### config.mk
export PLATFORM = sky130hd
export DESIGN_NAME = key_loader
export DESIGN_NICKNAME = d
export VERILOG_FILES = /design/src/rtl/key_loader_pkg.sv /design/src/rtl/key_loader_wdog.sv /design/src/rtl/key_loader.sv
export SDC_FILE = /design/constraint.sdc
export NUM_CORES = 1
export LEC_CHECK = 0
export ABC_AREA = 1
export BUFFER_PORTS_ARGS = -buffer_cell sky130_fd_sc_hd__buf_2
export CAP_MARGIN = 20
export CORE_MARGIN = 3
export CORE_UTILIZATION = 62
export DETAILED_ROUTE_END_ITERATION = 6
export PLACE_DENSITY = 0.86
export REMOVE_ABC_BUFFERS = 1
export SETUP_SLACK_MARGIN = 0.05
export SYNTH_ARGS = -nofsm -noshare
export SYNTH_HDL_FRONTEND = slang
export SYNTH_SLANG_ARGS = --single-unit
### constraint.sdc
create_clock -name clk -period 5.04 [get_ports clk]
set_clock_uncertainty 0.1 [all_clocks]
set_input_delay 0 -clock clk [delete_from_list [all_inputs] [get_ports clk]]
set_output_delay 0 -clock clk [all_outputs]
set_load 0.01 [all_outputs]
### src/rtl/key_loader_pkg.sv
// Shared types and helpers for the key loader: FSM states, word/address sizing
// and the all-zeros key that leaves a locked netlist corrupted.
package key_loader_pkg;

  typedef enum logic [1:0] {
    IDLE,
    REQ,
    CHECK,
    COMMIT
  } state_e;

  localparam int MAX_KEY_WIDTH = 1024;
  localparam logic [MAX_KEY_WIDTH-1:0] ZERO_KEY = '0;

  function automatic int words_for(input int key_width, input int chunk_width);
    return key_width / chunk_width;
  endfunction

  // One extra code point so the optional parity word at index N is addressable.
  function automatic int addr_width(input int words);
    return (words < 1) ? 1 : $clog2(words + 1);
  endfunction

endpackage

### src/rtl/key_loader_wdog.sv
// Per-word watchdog: a loadable down-counter. kick_i reloads TIMEOUT,
// dec_i counts one idle cycle, expire_o flags the TIMEOUT-th consecutive idle cycle.
module key_loader_wdog #(
  parameter int TIMEOUT = 255
) (
  input  logic clk,
  input  logic rst,
  input  logic kick_i,
  input  logic dec_i,
  output logic expire_o
);

  localparam int W = $clog2(TIMEOUT + 1);
  localparam logic [W-1:0] LOAD = W'(TIMEOUT);

  logic [W-1:0] count_q, count_d;

  always_comb begin
    count_d = count_q;
    if (kick_i) begin
      count_d = LOAD;
    end else if (dec_i && count_q != '0) begin
      count_d = count_q - W'(1);
    end
  end

  always_ff @(posedge clk or posedge rst) begin
    if (rst) begin
      count_q <= '0;
    end else begin
      count_q <= count_d;
    end
  end

  assign expire_o = dec_i && (count_q == W'(1));

endmodule

### src/rtl/key_loader.sv
// Fetches the secret key word by word into a shadow register, then commits it
// atomically to key_out. Optional column-parity word: define KEY_LOADER_PARITY_EN.
module key_loader
  import key_loader_pkg::*;
#(
  parameter int KEY_WIDTH   = 32,
  parameter int CHUNK_WIDTH = 8,
  parameter int TIMEOUT     = 255,
  localparam int N          = words_for(KEY_WIDTH, CHUNK_WIDTH),
  localparam int AW         = addr_width(N)
) (
  input  logic                   clk,
  input  logic                   rst,
  input  logic                   start,
  input  logic                   clear,
  output logic                   busy,
  output logic                   done,
  output logic                   err,
  output logic                   mem_req,
  output logic [AW-1:0]          mem_addr,
  input  logic                   mem_ack,
  input  logic [CHUNK_WIDTH-1:0] mem_data,
  output logic [KEY_WIDTH-1:0]   key_out,
  output logic                   key_valid
);

`ifdef KEY_LOADER_PARITY_EN
  localparam int LAST_IDX = N;
`else
  localparam int LAST_IDX = N - 1;
`endif

  localparam logic [KEY_WIDTH-1:0] ZERO = KEY_WIDTH'(ZERO_KEY);

  state_e               state_q, state_d;
  logic [AW-1:0]        index_q, index_d;
  logic [KEY_WIDTH-1:0] shadow_q, shadow_d;
  logic [KEY_WIDTH-1:0] key_q, key_d;
  logic                 valid_q, valid_d;
  logic                 done_q, done_d;
  logic                 err_q, err_d;
  logic                 wd_kick, wd_dec, wd_expire;

`ifdef KEY_LOADER_PARITY_EN
  logic [CHUNK_WIDTH-1:0] parity_q, parity_d;

  function automatic logic [CHUNK_WIDTH-1:0] col_parity(input logic [KEY_WIDTH-1:0] k);
    logic [CHUNK_WIDTH-1:0] p;
    p = '0;
    for (int w = 0; w < N; w++) p ^= k[w*CHUNK_WIDTH +: CHUNK_WIDTH];
    return p;
  endfunction
`endif

  key_loader_wdog #(.TIMEOUT(TIMEOUT)) u_wdog (
    .clk      (clk),
    .rst      (rst),
    .kick_i   (wd_kick),
    .dec_i    (wd_dec),
    .expire_o (wd_expire)
  );

  always_comb begin
    // NOTE: every next-state signal gets a default first so no path infers a latch.
    state_d  = state_q;
    index_d  = index_q;
    shadow_d = shadow_q;
    key_d    = key_q;
    valid_d  = valid_q;
    err_d    = err_q;
    done_d   = 1'b0;
    wd_kick  = 1'b0;
    wd_dec   = 1'b0;
`ifdef KEY_LOADER_PARITY_EN
    parity_d = parity_q;
`endif

    if (clear) begin
      // Zeroisation wins over everything, including a same-cycle commit.
      state_d  = IDLE;
      index_d  = '0;
      shadow_d = ZERO;
      key_d    = ZERO;
      valid_d  = 1'b0;
      err_d    = 1'b0;
    end else begin
      case (state_q)
        IDLE: begin
          if (start) begin
            state_d = REQ;
            index_d = '0;
            err_d   = 1'b0;
            wd_kick = 1'b1;
          end
        end
        REQ: begin
          if (mem_ack) begin
            wd_kick = 1'b1;
            if (int'(index_q) < N) shadow_d[int'(index_q)*CHUNK_WIDTH +: CHUNK_WIDTH] = mem_data;
`ifdef KEY_LOADER_PARITY_EN
            if (int'(index_q) == N) parity_d = mem_data;
`endif
            if (index_q == AW'(LAST_IDX)) begin
              index_d = '0;
`ifdef KEY_LOADER_PARITY_EN
              state_d = CHECK;
`else
              state_d = COMMIT;
`endif
            end else begin
              index_d = index_q + AW'(1);
            end
          end else begin
            wd_dec = 1'b1;
            if (wd_expire) begin
              // A stalled reload must not leave a stale key in place.
              state_d  = IDLE;
              index_d  = '0;
              shadow_d = ZERO;
              key_d    = ZERO;
              valid_d  = 1'b0;
              err_d    = 1'b1;
            end
          end
        end
`ifdef KEY_LOADER_PARITY_EN
        CHECK: begin
          if (col_parity(shadow_q) == parity_q) begin
            state_d = COMMIT;
          end else begin
            state_d  = IDLE;
            shadow_d = ZERO;
            err_d    = 1'b1;
          end
        end
`endif
        COMMIT: begin
          key_d   = shadow_q;
          valid_d = 1'b1;
          done_d  = 1'b1;
          state_d = IDLE;
        end
        default: state_d = IDLE;
      endcase
    end
  end

  always_ff @(posedge clk or posedge rst) begin
    if (rst) begin
      state_q  <= IDLE;
      index_q  <= '0;
      // NOTE: the shadow holds key material, so it is reset like any other register.
      shadow_q <= ZERO;
      key_q    <= ZERO;
      valid_q  <= 1'b0;
      done_q   <= 1'b0;
      err_q    <= 1'b0;
`ifdef KEY_LOADER_PARITY_EN
      parity_q <= '0;
`endif
    end else begin
      // NOTE: non-blocking assignments so every register sees pre-edge values.
      state_q  <= state_d;
      index_q  <= index_d;
      shadow_q <= shadow_d;
      key_q    <= key_d;
      valid_q  <= valid_d;
      done_q   <= done_d;
      err_q    <= err_d;
`ifdef KEY_LOADER_PARITY_EN
      parity_q <= parity_d;
`endif
    end
  end

  assign busy      = (state_q != IDLE);
  assign mem_req   = (state_q == REQ);
  assign mem_addr  = index_q;
  assign done      = done_q;
  assign err       = err_q;
  assign key_out   = key_q;
  assign key_valid = valid_q;

endmodule
# [Yosys cells after proc, flatten, opt, wreduce, memory -nomap -nowiden]
# Index checks and enable logic that the tools add are counted.
[totals] ff_bits=80 input_bits=13 word_cells=80
[classes] n_addsub=3 magnitude_cmp=1 eq_ne=10 n_shift=2 muxes=41 n_reduce_logical=15
[op_table] cell="32-bit two-way mux" count=7
[op_table] cell="32-bit one-hot mux with 2 select lines" count=1
[op_table] cell="6-bit negation with 33-bit output" count=1
[op_table] cell="8-bit by 33-bit variable shift with 32-bit output (first input constant)" count=1
[op_table] cell="8-bit by 33-bit indexed part select with 32-bit output" count=1
[op_table] cell="32-bit bitwise mux" count=1
[op_table] cell="8-bit two-way mux" count=2
[op_table] cell="1-bit two-way mux" count=15
[op_table] cell="3-bit two-way mux" count=5
[op_table] cell="3-bit AND reduction" count=4
[op_table] cell="2-bit two-way mux" count=5
[op_table] cell="3-bit nonzero test" count=3
[op_table] cell="8-bit by 1-bit == test with 1-bit output (second input constant)" count=1
[op_table] cell="8-bit nonzero test" count=1
[op_table] cell="8-bit by 1-bit subtractor with 8-bit output (second input constant)" count=1
[op_table] cell="3-bit by 2-bit inequality test with 1-bit output (second input constant)" count=2
[op_table] cell="3-bit inequality test (second input constant)" count=2
[op_table] cell="1-bit one-hot mux with 2 select lines" count=3
[op_table] cell="3-bit one-hot mux with 2 select lines" count=1
[op_table] cell="2-bit nonzero test" count=3
[op_table] cell="4-bit by 2-bit inequality test with 1-bit output (second input constant)" count=1
[op_table] cell="4-bit by 3-bit inequality test with 1-bit output (second input constant)" count=1
[op_table] cell="2-bit one-hot mux with 2 select lines" count=1
[op_table] cell="4-bit AND reduction" count=1
[op_table] cell="other kinds (7)" count=8

# [Logic depth before layout (Yosys ltp)]
# Gate-level depths: netlist of run 1.
[depth] ltp_word=8 mapped_depth=11 depth_no_buf=10

# [Hierarchy]
# From an unflattened synthesis of run 1, not the netlist that was laid out.
[hier_totals] cells_unflattened=469 area_unflattened_um2=3693.5
[by_module_without_submodules] module="key_loader" instances=1 cells_per_inst=386 area_per_inst_um2=3118.0 seq_area_each_um2=1801.7
[by_module_without_submodules] module="key_loader_wdog" instances=1 cells_per_inst=83 area_per_inst_um2=575.6 seq_area_each_um2=200.2

# [Least setup slack after synthesis of run 1]
# Ideal clock, no wire load.
[synth_timing] kind="register to register" from="register index_q[0] (netlist: mem_addr[0])" to="register shadow_q[0]" t_arrival_ps=1648 required_time_ps=4823 setup_slack_ps=3175 path_stages_with_launch=10 n_path_buf=0 period_less_slack_ps=1865 path_cell_list="dfrtp_1 > inv_1 > ha_1 > ha_1 > nor3b_1 > nand2_1 > nand2_1 > nand3_4 > nand2_1 > nand2_1"
[synth_between] elab_chain_cells=7 elab_cells_between_ends=11 cone_classes="add/sub (1); order compare (1); eq/ne (1); shift (2); mux (5); reduce/logical (1)"
[synth_rtl] element="start: declaration" line_no="key_loader.sv:36" source="logic [AW-1:0] index_q, index_d;"
[synth_rtl] element="start signal: assignment" line_no="key_loader.sv:164" source="index_q <= index_d;"
[synth_rtl] element="6-bit negation with 33-bit output" line_no="key_loader.sv:99" source="if (int'(index_q) < N) shadow_d[int'(index_q)*CHUNK_WIDTH +: CHUNK_WIDTH] = mem_data;"
[synth_rtl] element="8-bit by 33-bit indexed part select with 32-bit output or 8-bit by 33-bit variable shift with 32-bit output (tied branches)" line_no="key_loader.sv:99"
[synth_rtl] element="32-bit bitwise mux" line_no="key_loader.sv:99"
[synth_rtl] element="32-bit two-way mux" line_no="key_loader.sv:99"
[synth_rtl] element="32-bit two-way mux" line_no="key_loader.sv:97" source="if (mem_ack) begin"
[synth_rtl] element="32-bit two-way mux" line_no="key_loader.sv:87" source="case (state_q)"
[synth_rtl] element="32-bit two-way mux" line_no="key_loader.sv:78" source="if (clear) begin"
[synth_rtl] element="end signal: assignment" line_no="key_loader.sv:165" source="shadow_q <= shadow_d;"
[synth_rtl] element="end: declaration" line_no="key_loader.sv:37" source="logic [KEY_WIDTH-1:0] shadow_q, shadow_d;"
# Several ways; a longest one is shown, not always the timed one. The select of a mux whose other input is x is not followed.
# A chain may end at the register's enable or synchronous reset.

# [Final worst setup path of run 1]
[layout_timing] from="register index_q[0] (netlist: mem_addr[0])" to="register shadow_q[24]"
# Same word-level chain as after synthesis.

==> out/results.ini, run 1 <==
[timing]
rsz0062_at_grt=no
hold_viol=0
period_share_pct=45.4
drv_slew=0
tightest_slew_ps=983
setup_viol=0
max_freq_mhz=437
maxSlewHeadroom_pct=34.5
post-route-min-period_ps=2290
timing.setup.tns_ps=0

[cts]
cts_max_level=3
cts.sinks=80
cts_setup_buffers=0
clockBufferDepth=2
clock_latency_ps=350
cts_tree=built
numCtsBuffers=9
cts-root-buf=clkbuf_8
clk_pin_slew_ps=70

[setup_path]
crit_required_ps=5220
worstPathArrival_ps=2470
timing.rr.start=mem_addr[0]
critical-path-max-stage-delay_ps=640
cp-end-kind=register
slowest_stage=dfrtp_1
critPathLaunch=mem_addr[0]
path_cells=inv_1 -> ha_1 -> ha_1 -> nand4_1 -> nor3_1 -> nand4_1 -> nand2_1
cp_top_family=simple AND/OR/NAND/NOR gates
critPathMaxFanout=16
crit_buf_inv=1
crit_type=reg2reg
start_kind=register

[status]
outcome=finished clean

[drt]
vias_per_cell=5.22
detail-route-antenna-nets=0
routed_wl_um=7920
wl_per_cell_um=13.0
vias=3176
first_pass_iters=4
drt-initial-drc-count=210
drcViolationCount=0

[place]
port_buffers=52
place.gp.congestion=0.959
dpl.hpwl_um=5460

[power_and_ir_drop]
p_per_area_mw_per_mm2=322
p_comb_share_pct=16.4
cellInternalPower_mw=1.03
power_frac_clock_pct=35.6
pwr-share-seq_pct=48.0
vdd_ir_drop_max_mv=0.254
switching_share_pct=28.5
switchingPower_mw=0.410
p_leak_nw=2.61

[grt]
gr-usage-all-layers_pct=23.7
grt_max_degree=81
antenna_found_initial=0
grt-ovfl-total=0
grt_pass1_wl_um=13800
grt_pass1_vias=3025

[floorplanning]
placement_rows=28
die_area_mm2=0.00724
ios=53
die_h_um=85.1
core_mm2=0.00599
die_w_um=85.1
initial_core_util_pct=64.7

[cells_and_area]
drive_above_1_share_pct=18.5
final_nets=550
fin_util_pct=74.5
syn_to_final_growth_pct=15.1
diodes=0

[synthesis]
syn_area_per_cell_um2=8.32
ys_types=32
synth_area_mm2=0.00388
ys_ff_latch=80
synth-seq-area-share_pct=51.6
synthCells=466
ys.warnings.count=0

[flow_run]
maxCapViolations=0

[hold_path]
min_path_type=in2reg
holdCritStartpoint=mem_ack

[worst min-delay path, cell delays in order]
cell,delay (ps)
buf_2,150
nand2_4,110
nor2_2,70
nand2_1,60
a31oi_1,80
[per-layer routing]
layer	up-vias	track usage, %	share of wire [%]
met2	84	37.9	47
met3	18	3.69	4.7
li1	1608	-	-
met4	0	9.93	2.4
met5	-	0	0
met1	1466	32.3	45
[synth_stat cells]
master	count	area, um^2
nand3_1	18	90.1
nor3b_1	1	7.51
nand2_4	3	33.8
nor2_1	22	82.6
buf_1	2	7.51
nand4_1	26	163
o211ai_1	1	7.51
nand2_8	1	20.0
inv_4	3	18.8
dfrtp_1	80	2000
nor2_2	4	25.0
ha_1	8	100
buf_6	3	33.8
inv_1	37	139
o21ai_0	11	55.1
o21ai_1	1	5.00
inv_2	3	11.3
nand3_2	2	20.0
a21oi_1	1	5.00
buf_2	2	10.0
xor2_1	1	8.76
nor3_1	10	50.1
buf_4	2	15.0
nor2_4	1	11.3
a21oi_4	1	16.3
nand2_1	204	766
buf_8	2	30.0
nand2_2	9	56.3
clkbuf_1	1	3.75
a21oi_2	1	8.76
nand3_4	4	70.1
a31oi_1	1	6.26
[worst paths after layout]
kind / to / slack (ps) / cells past startpoint
worst max register to register: shadow_q[24] / 2750 / 7
max in group asynchronous: state_q[0] / 3810 / 4
min in group asynchronous: done / 400 / 4
worst max-delay path: shadow_q[24] / 2750 / 7
worst min-delay path: mem_addr[2] / 70 / 5
worst min register to register: key_out[12] / 360 / 2
[cell usage in the layout, fill, tap and decap left out, types with 2 or more instances in the layout]
cell             n
buf_2           52
bufinv_16        2
clkbuf_1         3
clkbuf_8        10
dfrtp_1         80
dlygate4sd3_1   11
ha_1             8
inv_1           36
inv_2            4
inv_4            3
nand2_1        204
nand2_2          9
nand2_4          3
nand3_1         18
nand3_2          2
nand3_4          4
nand4_1         26
nor2_1          22
nor2_2           4
nor3_1          10
o21ai_0         11
[layout make-up]
cell class / count / area (um^2)
Tap cell: 75 / 93.8
Fill cell: 439 / 1530
Inverter: 43 / 169
Sequential cell: 80 / 2000
Timing Repair Buffer: 64 / 378
Clock buffer: 13 / 149
Clock inverter: 3 / 65.1
Multi-Input combinational cell: 331 / 1610
[repair_timing]
| item | 4_1_cts | 5_1_grt |
|---|---|---|
| hold buffers | 11 | 0 |
| resized for setup | 0 | 0 |
| endpoints found under the setup margin | 0 | 0 |
| endpoints found under the hold margin | 112 | 0 |
[logic make-up after synthesis]
group | synth area share [%]
DFF | 51.6
AOI/OAI and AO/OA | 2.68
xor gates and xnor gates | 0.226
and+or+nand+nor | 36.0
adders and majority gates | 2.58
buffers and inverters | 6.94
[state kept, by name, summed over array words and instances (netlist names)]
name,count
done,1
err,1
key_out,32
key_valid,1
mem_addr,3
shadow_q,32
state_q,2
u_wdog.count_q,8
[power groups by stage]
stage	sequential, mW	clock, mW	combinational [mW]
floorplan	0.699	0	0.168
global placement	0.700	0	0.221
detailed placement	0.703	0	0.229
CTS	0.690	0.521	0.237
global route	0.693	0.548	0.269
finish	0.690	0.511	0.236
[per-stage QoR]
step | worst slack, ps | hold WS (ps) | power [mW] | instances | instance area, um^2
after floorplan | 2890 | 47.1 | 0.866 | 454 | 3780
after global placement | 2920 | 200 | 0.921 | 582 | 4140
after detailed placement | 2810 | 202 | 0.932 | 582 | 4140
after CTS | 2790 | 59.6 | 1.45 | 609 | 4460
after global routing | 2520 | 101 | 1.51 | 609 | 4460
final | 2750 | 71.3 | 1.44 | 609 | 4460
Note: power is estimated with default switching activity, not from simulation.
==> run 2, diff against run 1 <==
Settings changed: ABC_AREA 1 to 0, CORE_UTILIZATION 62 to 51, PLACE_DENSITY 0.86 to 0.77.
Clock period 5.04 ns to 1.9 ns, I/O delays scaled along.
==> out/results.ini, run 2 <==
[cells_and_area]
final_nets=425  ; was 550
drive_above_1_share_pct=35.7  ; was 18.5%
diodes=0  ; unchanged
mostFrequentLayoutCells=dfrtp_1, buf_2, a22o_1  ; was nand2_1, dfrtp_1, buf_2
final_common_cell=dfrtp_1  ; was nand2_1
syn_to_final_growth_pct=35.8  ; was 15.1%

[synthesis]
synthCells=293  ; was 466
yosys-top-cells-area=dfrtp_1, a22o_1, mux2i_1  ; was dfrtp_1, nand2_1, nand4_1
ys_ff_latch=80  ; unchanged
ys_types=49  ; was 32
synth_area_mm2=0.00347  ; was 0.00388 mm^2
synth_top_area_share_pct=57.6  ; was 51.6%
synth_top_area_cell=dfrtp_1  ; unchanged
syn_area_per_cell_um2=11.9  ; was 8.32 um^2
synthTopCellsByCount=dfrtp_1, a22o_1, nand2_1  ; was nand2_1, dfrtp_1, inv_1
synth_edf_count=0  ; unchanged
yosysMostFrequentCell=dfrtp_1  ; was nand2_1
synth-seq-area-share_pct=57.6  ; was 51.6%
synthFlopType=dfrtp_1  ; unchanged
ys.warnings.count=0  ; unchanged
async_flop_share_pct=100  ; unchanged

[timing]
drv_slew=0  ; unchanged
tightest_slew_ps=661  ; was 983 ps
setup_viol=69  ; was 0
period_share_pct=126  ; was 45.4%
max_freq_mhz=418  ; was 437 MHz
maxSlewHeadroom_pct=55.9  ; was 34.5%
rsz0062_at_grt=yes  ; was no
post-route-min-period_ps=2390  ; was 2290 ps
hold_viol=0  ; unchanged
holdWs_ps=142  ; was 71.3 ps
fin_ws_ps=-490  ; was 2750 ps

[setup_path]
r2r_slack_ps=-490  ; was 2750 ps
crit_type=reg2reg  ; unchanged
start_kind=register  ; unchanged
worstPathArrival_ps=2560  ; was 2470 ps
crit_required_ps=2070  ; was 5220 ps
reg2reg_depth=8  ; was 7
timing.rr.start=u_wdog.count_q[1]  ; was mem_addr[0]
cp-end-kind=register  ; unchanged
critPathMaxFanout=8  ; was 16
r2r_end=shadow_q[24]  ; unchanged

[drt]
drt-met1-wl_um=3600  ; about the same
first_pass_iters=4  ; unchanged
detail-route-antenna-nets=0  ; unchanged
top_layer=met4  ; unchanged
drt-initial-drc-count=152  ; was 210
routed_wl_um=8370  ; was 7920 um
wl_met3_um=455  ; was 372 um
vias_per_cell=5.60  ; was 5.22
vias=2724  ; was 3176
wl_met2_um=4180  ; was 3760 um
drcViolationCount=0  ; unchanged
wl_per_cell_um=17.2  ; was 13.0 um

[floorplanning]
die_h_um=88.5  ; was 85.1 um
die_area_mm2=0.00784  ; was 0.00724 mm^2
die_w_um=88.5  ; was 85.1 um
initial_core_util_pct=53.8  ; was 64.7%
core_mm2=0.00646  ; was 0.00599 mm^2
placement_rows=29  ; was 28
ios=53  ; unchanged

[hold_path]
whs_path_depth=6  ; was 5
worst_hold_path.endpoint=state_q[0]  ; was mem_addr[2]
min_path_type=in2reg  ; unchanged
holdCritStartpoint=mem_ack  ; unchanged

[cts]
cts_max_level=3  ; unchanged
clock_latency_ps=360  ; was 350 ps
numCtsBuffers=9  ; unchanged
cts-root-buf=clkbuf_8  ; unchanged
cts_tree=built  ; unchanged
clockBufferDepth=2  ; unchanged
cts.sinks=80  ; unchanged
clk_pin_slew_ps=80  ; was 70 ps

[grt]
grt_max_degree=35  ; was 81
grt-ovfl-total=0  ; unchanged
grt_pass1_wl_um=13800  ; about the same
antenna_found_initial=0  ; unchanged
gr-usage-all-layers_pct=23.4  ; was 23.7%
grt_pass1_vias=2812  ; was 3025

[flow_run]
maxCapViolations=0  ; unchanged

[power_and_ir_drop]
p_per_area_mw_per_mm2=766  ; was 322 mW/mm^2
power_mw=3.61  ; was 1.44 mW
vdd_ir_drop_max_mv=0.368  ; was 0.254 mV
p_leak_nw=2.33  ; was 2.61 nW

[place]
port_buffers=52  ; unchanged
place_ws_ps=-645  ; was 2810 ps
place.gp.congestion=0.777  ; was 0.959
dpl.hpwl_um=5320  ; was 5460 um

[status]
violations=setup timing
outcome=finished, violations left  ; was finished clean

run 2: cell count changes after synthesis, moves of 16 or more:
cell     before  now
nand4_1      26    3
nand3_1      18    1
nor2_1       22    6
nand2_1     204   32
mux2i_1       0   22
a22o_1        0   45
run 2: metrics by stage:
step | cell area [um^2] | instances | setup TNS, ps | utilization (%)
after floorplan | 3410 | 280 | -65620 | -
after global placement | 4110 | 449 | -26470 | 63.6
after detailed placement | 4110 | 449 | -29930 | 63.6
after CTS | 4660 | 484 | -19620 | 72.1
after global routing | 4720 | 486 | -26330 | 73.1
final | 4720 | 486 | -22380 | 73.1
run 2: report_power, final:
part / total, mW / internal, mW / switching, mW
clock: 1.43 / 0.783 / 0.651
sequential: 1.75 / 1.73 / 0.0204
combinational: 0.433 / 0.211 / 0.222
run 2: critical path, cell delays in order, from the launching register on:
cell     delay, ps
dfrtp_1        390
inv_2           90
ha_4           120
or4b_4         460
or3b_4         400
buf_8          150
a22oi_2        190
buf_6          190
mux2i_2        220
run 2: cell families after synthesis:
family          Yosys count  synth area share, %
xor+xnor                  5                 1.26
compound gates           68                 17.0
simple gates             69                 10.1
mux                      22                 6.34
flops                    80                 57.6
buf+inv                  41                 4.83
fa+ha+maj                 8                 2.88
run 2: worst max-delay path by stage:
stage | startpoint | end | slack [ps] | depth (start not counted)
final | u_wdog.count_q[1] | shadow_q[24] | -490 | 8
after global placement | u_wdog.count_q[1] | shadow_q[26] | -550 | 8
after detailed placement | u_wdog.count_q[1] | shadow_q[31] | -640 | 8
after floorplan | u_wdog.count_q[1] | shadow_q[24] | -980 | 6
after global routing | u_wdog.count_q[1] | shadow_q[24] | -560 | 8
after CTS | u_wdog.count_q[1] | shadow_q[31] | -400 | 8
run 2: repair_timing:
action                                 4_1_cts  5_1_grt
resized for setup                           27       14
setup endpoints to repair                   74       76
pin swaps                                   23       10
setup buffers                                6        2
gates cloned                                 2        0
hold buffers                                11        0
endpoints found under the hold margin       61        0
run 2: final cells by class:
type,instances,area [um^2]
Clock buffer,10,138
Clock inverter,6,90.1
Fill cell,433,1740
Inverter,28,108
Multi-Input combinational cell,172,1430
Sequential cell,80,2000
Tap cell,77,96.3
Timing Repair Buffer,113,852
run 2: routing by layer:
metal	GRT usage, %	up-vias
met5	0	-
met4	7.55	0
met3	5.77	15
met2	39.1	81
met1	29.9	1362
li1	-	1266
==> run 3, diff against run 2 <==
Settings changed: SKIP_LAST_GASP set to 1.
Clock period 1.9 ns to 2 ns, I/O delays scaled along.
==> out/results.ini, run 3 (synthesis gave the netlist of run 2 again) <==
[status]
outcome=finished, violations left  ; unchanged
violations=setup timing  ; unchanged

[setup_path]
crit_required_ps=2140  ; was 2070 ps
reg2reg_depth=7  ; was 8
cp-end-kind=register  ; unchanged
slowest_stage=or4b_4  ; unchanged
cpMostUsedCell=a22o_1
critPathMaxFanout=7  ; was 8
path_cells=inv_2 -> ha_4 -> or4b_4 -> or3b_4 -> buf_8 -> a22o_1 -> a22o_1  ; was inv_2 -> ha_4 -> or4b_4 -> or3b_4 -> buf_8 -> a22oi_2 -> buf_6 -> mux2i_2
start_kind=register  ; unchanged
crit_type=reg2reg  ; unchanged
critical-path-max-stage-delay_ps=450  ; was 460 ps
worstPathArrival_ps=2490  ; was 2560 ps
r2r_slack_ps=-350  ; was -490 ps
critPathLaunch=u_wdog.count_q[1]  ; unchanged
timing.rr.start=u_wdog.count_q[1]  ; unchanged
crit_path_end=shadow_q[11]  ; was shadow_q[24]
r2r_end=shadow_q[11]  ; was shadow_q[24]

[cts]
cts.sinks=80  ; unchanged
clockBufferDepth=2  ; unchanged
cts_max_level=3  ; unchanged
cts-root-buf=clkbuf_8  ; unchanged
clock_latency_ps=360  ; about the same
clk_pin_slew_ps=90  ; was 80 ps
numCtsBuffers=9  ; unchanged
cts_tree=built  ; unchanged

[floorplanning]
placement_rows=29  ; unchanged
ios=53  ; unchanged
die_h_um=88.5  ; unchanged
initial_core_util_pct=53.8  ; unchanged
core_mm2=0.00646  ; unchanged
die_area_mm2=0.00784  ; unchanged
die_w_um=88.5  ; unchanged

[timing]
holdWs_ps=144  ; was 142 ps
fin_ws_ps=-348  ; was -490 ps
rsz0062_at_grt=yes  ; unchanged
post-route-min-period_ps=2350  ; was 2390 ps
period_share_pct=117  ; was 126%
setup_viol=70  ; was 69
timing.setup.tns_ps=-18730  ; was -22380 ps
drv_slew=0  ; unchanged
hold_viol=0  ; unchanged
tightest_slew_ps=666  ; was 661 ps
maxSlewHeadroom_pct=55.5  ; was 55.9%
max_freq_mhz=426  ; was 418 MHz

[cells_and_area]
final_nets=427  ; was 425
diodes=0  ; unchanged
drive_above_1_share_pct=35.0  ; was 35.7%
register_area_mm2=0.00200  ; unchanged
mostFrequentLayoutCells=dfrtp_1, buf_2, a22o_1  ; unchanged
design_area_mm2=0.00473  ; was 0.00472 mm^2
fill_cells=442  ; was 433
syn_to_final_growth_pct=36.2  ; was 35.8%
final_common_cell=dfrtp_1  ; unchanged
multiInputGateArea_mm2=0.00141  ; was 0.00143 mm^2

[drt]
drt-initial-drc-count=202  ; was 152
first_pass_iters=4  ; unchanged
drcViolationCount=0  ; unchanged
vias_per_cell=5.66  ; was 5.60
wl_per_cell_um=17.6  ; was 17.2 um
detail-route-antenna-nets=0  ; unchanged
vias=2760  ; was 2724
routed_wl_um=8580  ; was 8370 um

[power_and_ir_drop]
vdd_ir_drop_max_mv=0.510  ; was 0.368 mV
pwr-share-seq_pct=51.9  ; was 48.3%
cellInternalPower_mw=2.34  ; was 2.72 mW
switchingPower_mw=0.860  ; was 0.894 mW
p_leak_nw=2.32  ; was 2.33 nW
p_per_area_mw_per_mm2=676  ; was 766 mW/mm^2
power_frac_clock_pct=35.4  ; was 39.7%
p_comb_share_pct=12.7  ; was 12.0%
switching_share_pct=26.9  ; was 24.7%

[flow_run]
maxCapViolations=0  ; unchanged

[place]
port_buffers=52  ; unchanged
place.gp.congestion=0.791  ; was 0.777
place_area_mm2=0.00407  ; was 0.00411 mm^2
dpl.hpwl_um=5220  ; was 5320 um
place_ws_ps=-546  ; was -645 ps

[grt]
grt-ovfl-total=0  ; unchanged
grt_max_degree=35  ; unchanged
grt_pass1_wl_um=14100  ; was 13800 um
gr-usage-all-layers_pct=23.9  ; was 23.4%
grt_pass1_vias=2762  ; was 2812
antenna_found_initial=0  ; unchanged

[hold_path]
min_path_type=in2reg  ; unchanged

-- run 3: cell count changes in the layout (fill, tap and decap cells not counted), moves of 2 or more --
cell | previous run | this run
o21ai_1 | 0 | 2
bufinv_16 | 2 | 0
buf_16 | 0 | 2
buf_12 | 3 | 5
o21ai_0 | 2 | 0
-- run 3: how the worst min path moves through the flow --
stage / start / endpoint / slack [ps] / cells past startpoint
6_report: mem_ack / state_q[0] / 140 / 6
5_1_grt: mem_ack / state_q[0] / 160 / 6
4_1_cts: mem_ack / state_q[0] / 130 / 6
3_5_place_dp: rst / done / 30 / 2
3_3_place_gp: rst / done / 20 / 2
2_1_floorplan: clear / err / -30 / 1
-- run 3: layout make-up --
class | count | area share (%)
Inverter | 28 | 2.27
Clock buffer | 10 | 2.91
Sequential cell | 80 | 42.3
Timing Repair Buffer | 115 | 19.6
Clock inverter | 6 | 1.06
Tap cell | 77 | 2.04
Multi-Input combinational cell | 172 | 29.8
-- run 3: through the flow --
| stage | cells | power, mW | utilization [%] |
|---|---|---|---|
| floorplan | 280 | 1.85 | - |
| global placement | 443 | 1.97 | 62.9 |
| detailed placement | 443 | 1.98 | 62.9 |
| CTS | 483 | 3.20 | 72.1 |
| global route | 488 | 3.32 | 73.2 |
| finish | 488 | 3.20 | 73.2 |
-- run 3: layer usage --
layer,global-route usage [%],share of wire [%]
met1,30.0,42
met2,41.2,52
met3,7.08,4.9
met4,5.36,1.3
met5,0,0
-- run 3: repair_timing --
item	CTS	global route
resized for setup	24	16
hold buffers	11	0
buffers inserted	13	5
pin swaps	19	15
hold endpoints to repair	61	0
cloned	4	0
endpoints found under the setup margin	70	73
-- run 3: worst max-delay path: cells and delay by family (launching register included) --
kind / cells / cell delay [ps]
flops: 1 / 400
buf+inv: 2 / 230
simple gates: 2 / 840
fa+ha+maj: 1 / 120
compound gates: 2 / 530
-- run 3: power groups by stage --
| stage | registers, mW | clock network [mW] | logic (mW) |
|---|---|---|---|
| floorplan | 1.69 | 0 | 0.159 |
| global placement | 1.69 | 0 | 0.288 |
| detailed placement | 1.69 | 0 | 0.296 |
| CTS | 1.66 | 1.15 | 0.391 |
| global route | 1.66 | 1.22 | 0.439 |
| finish | 1.66 | 1.13 | 0.407 |
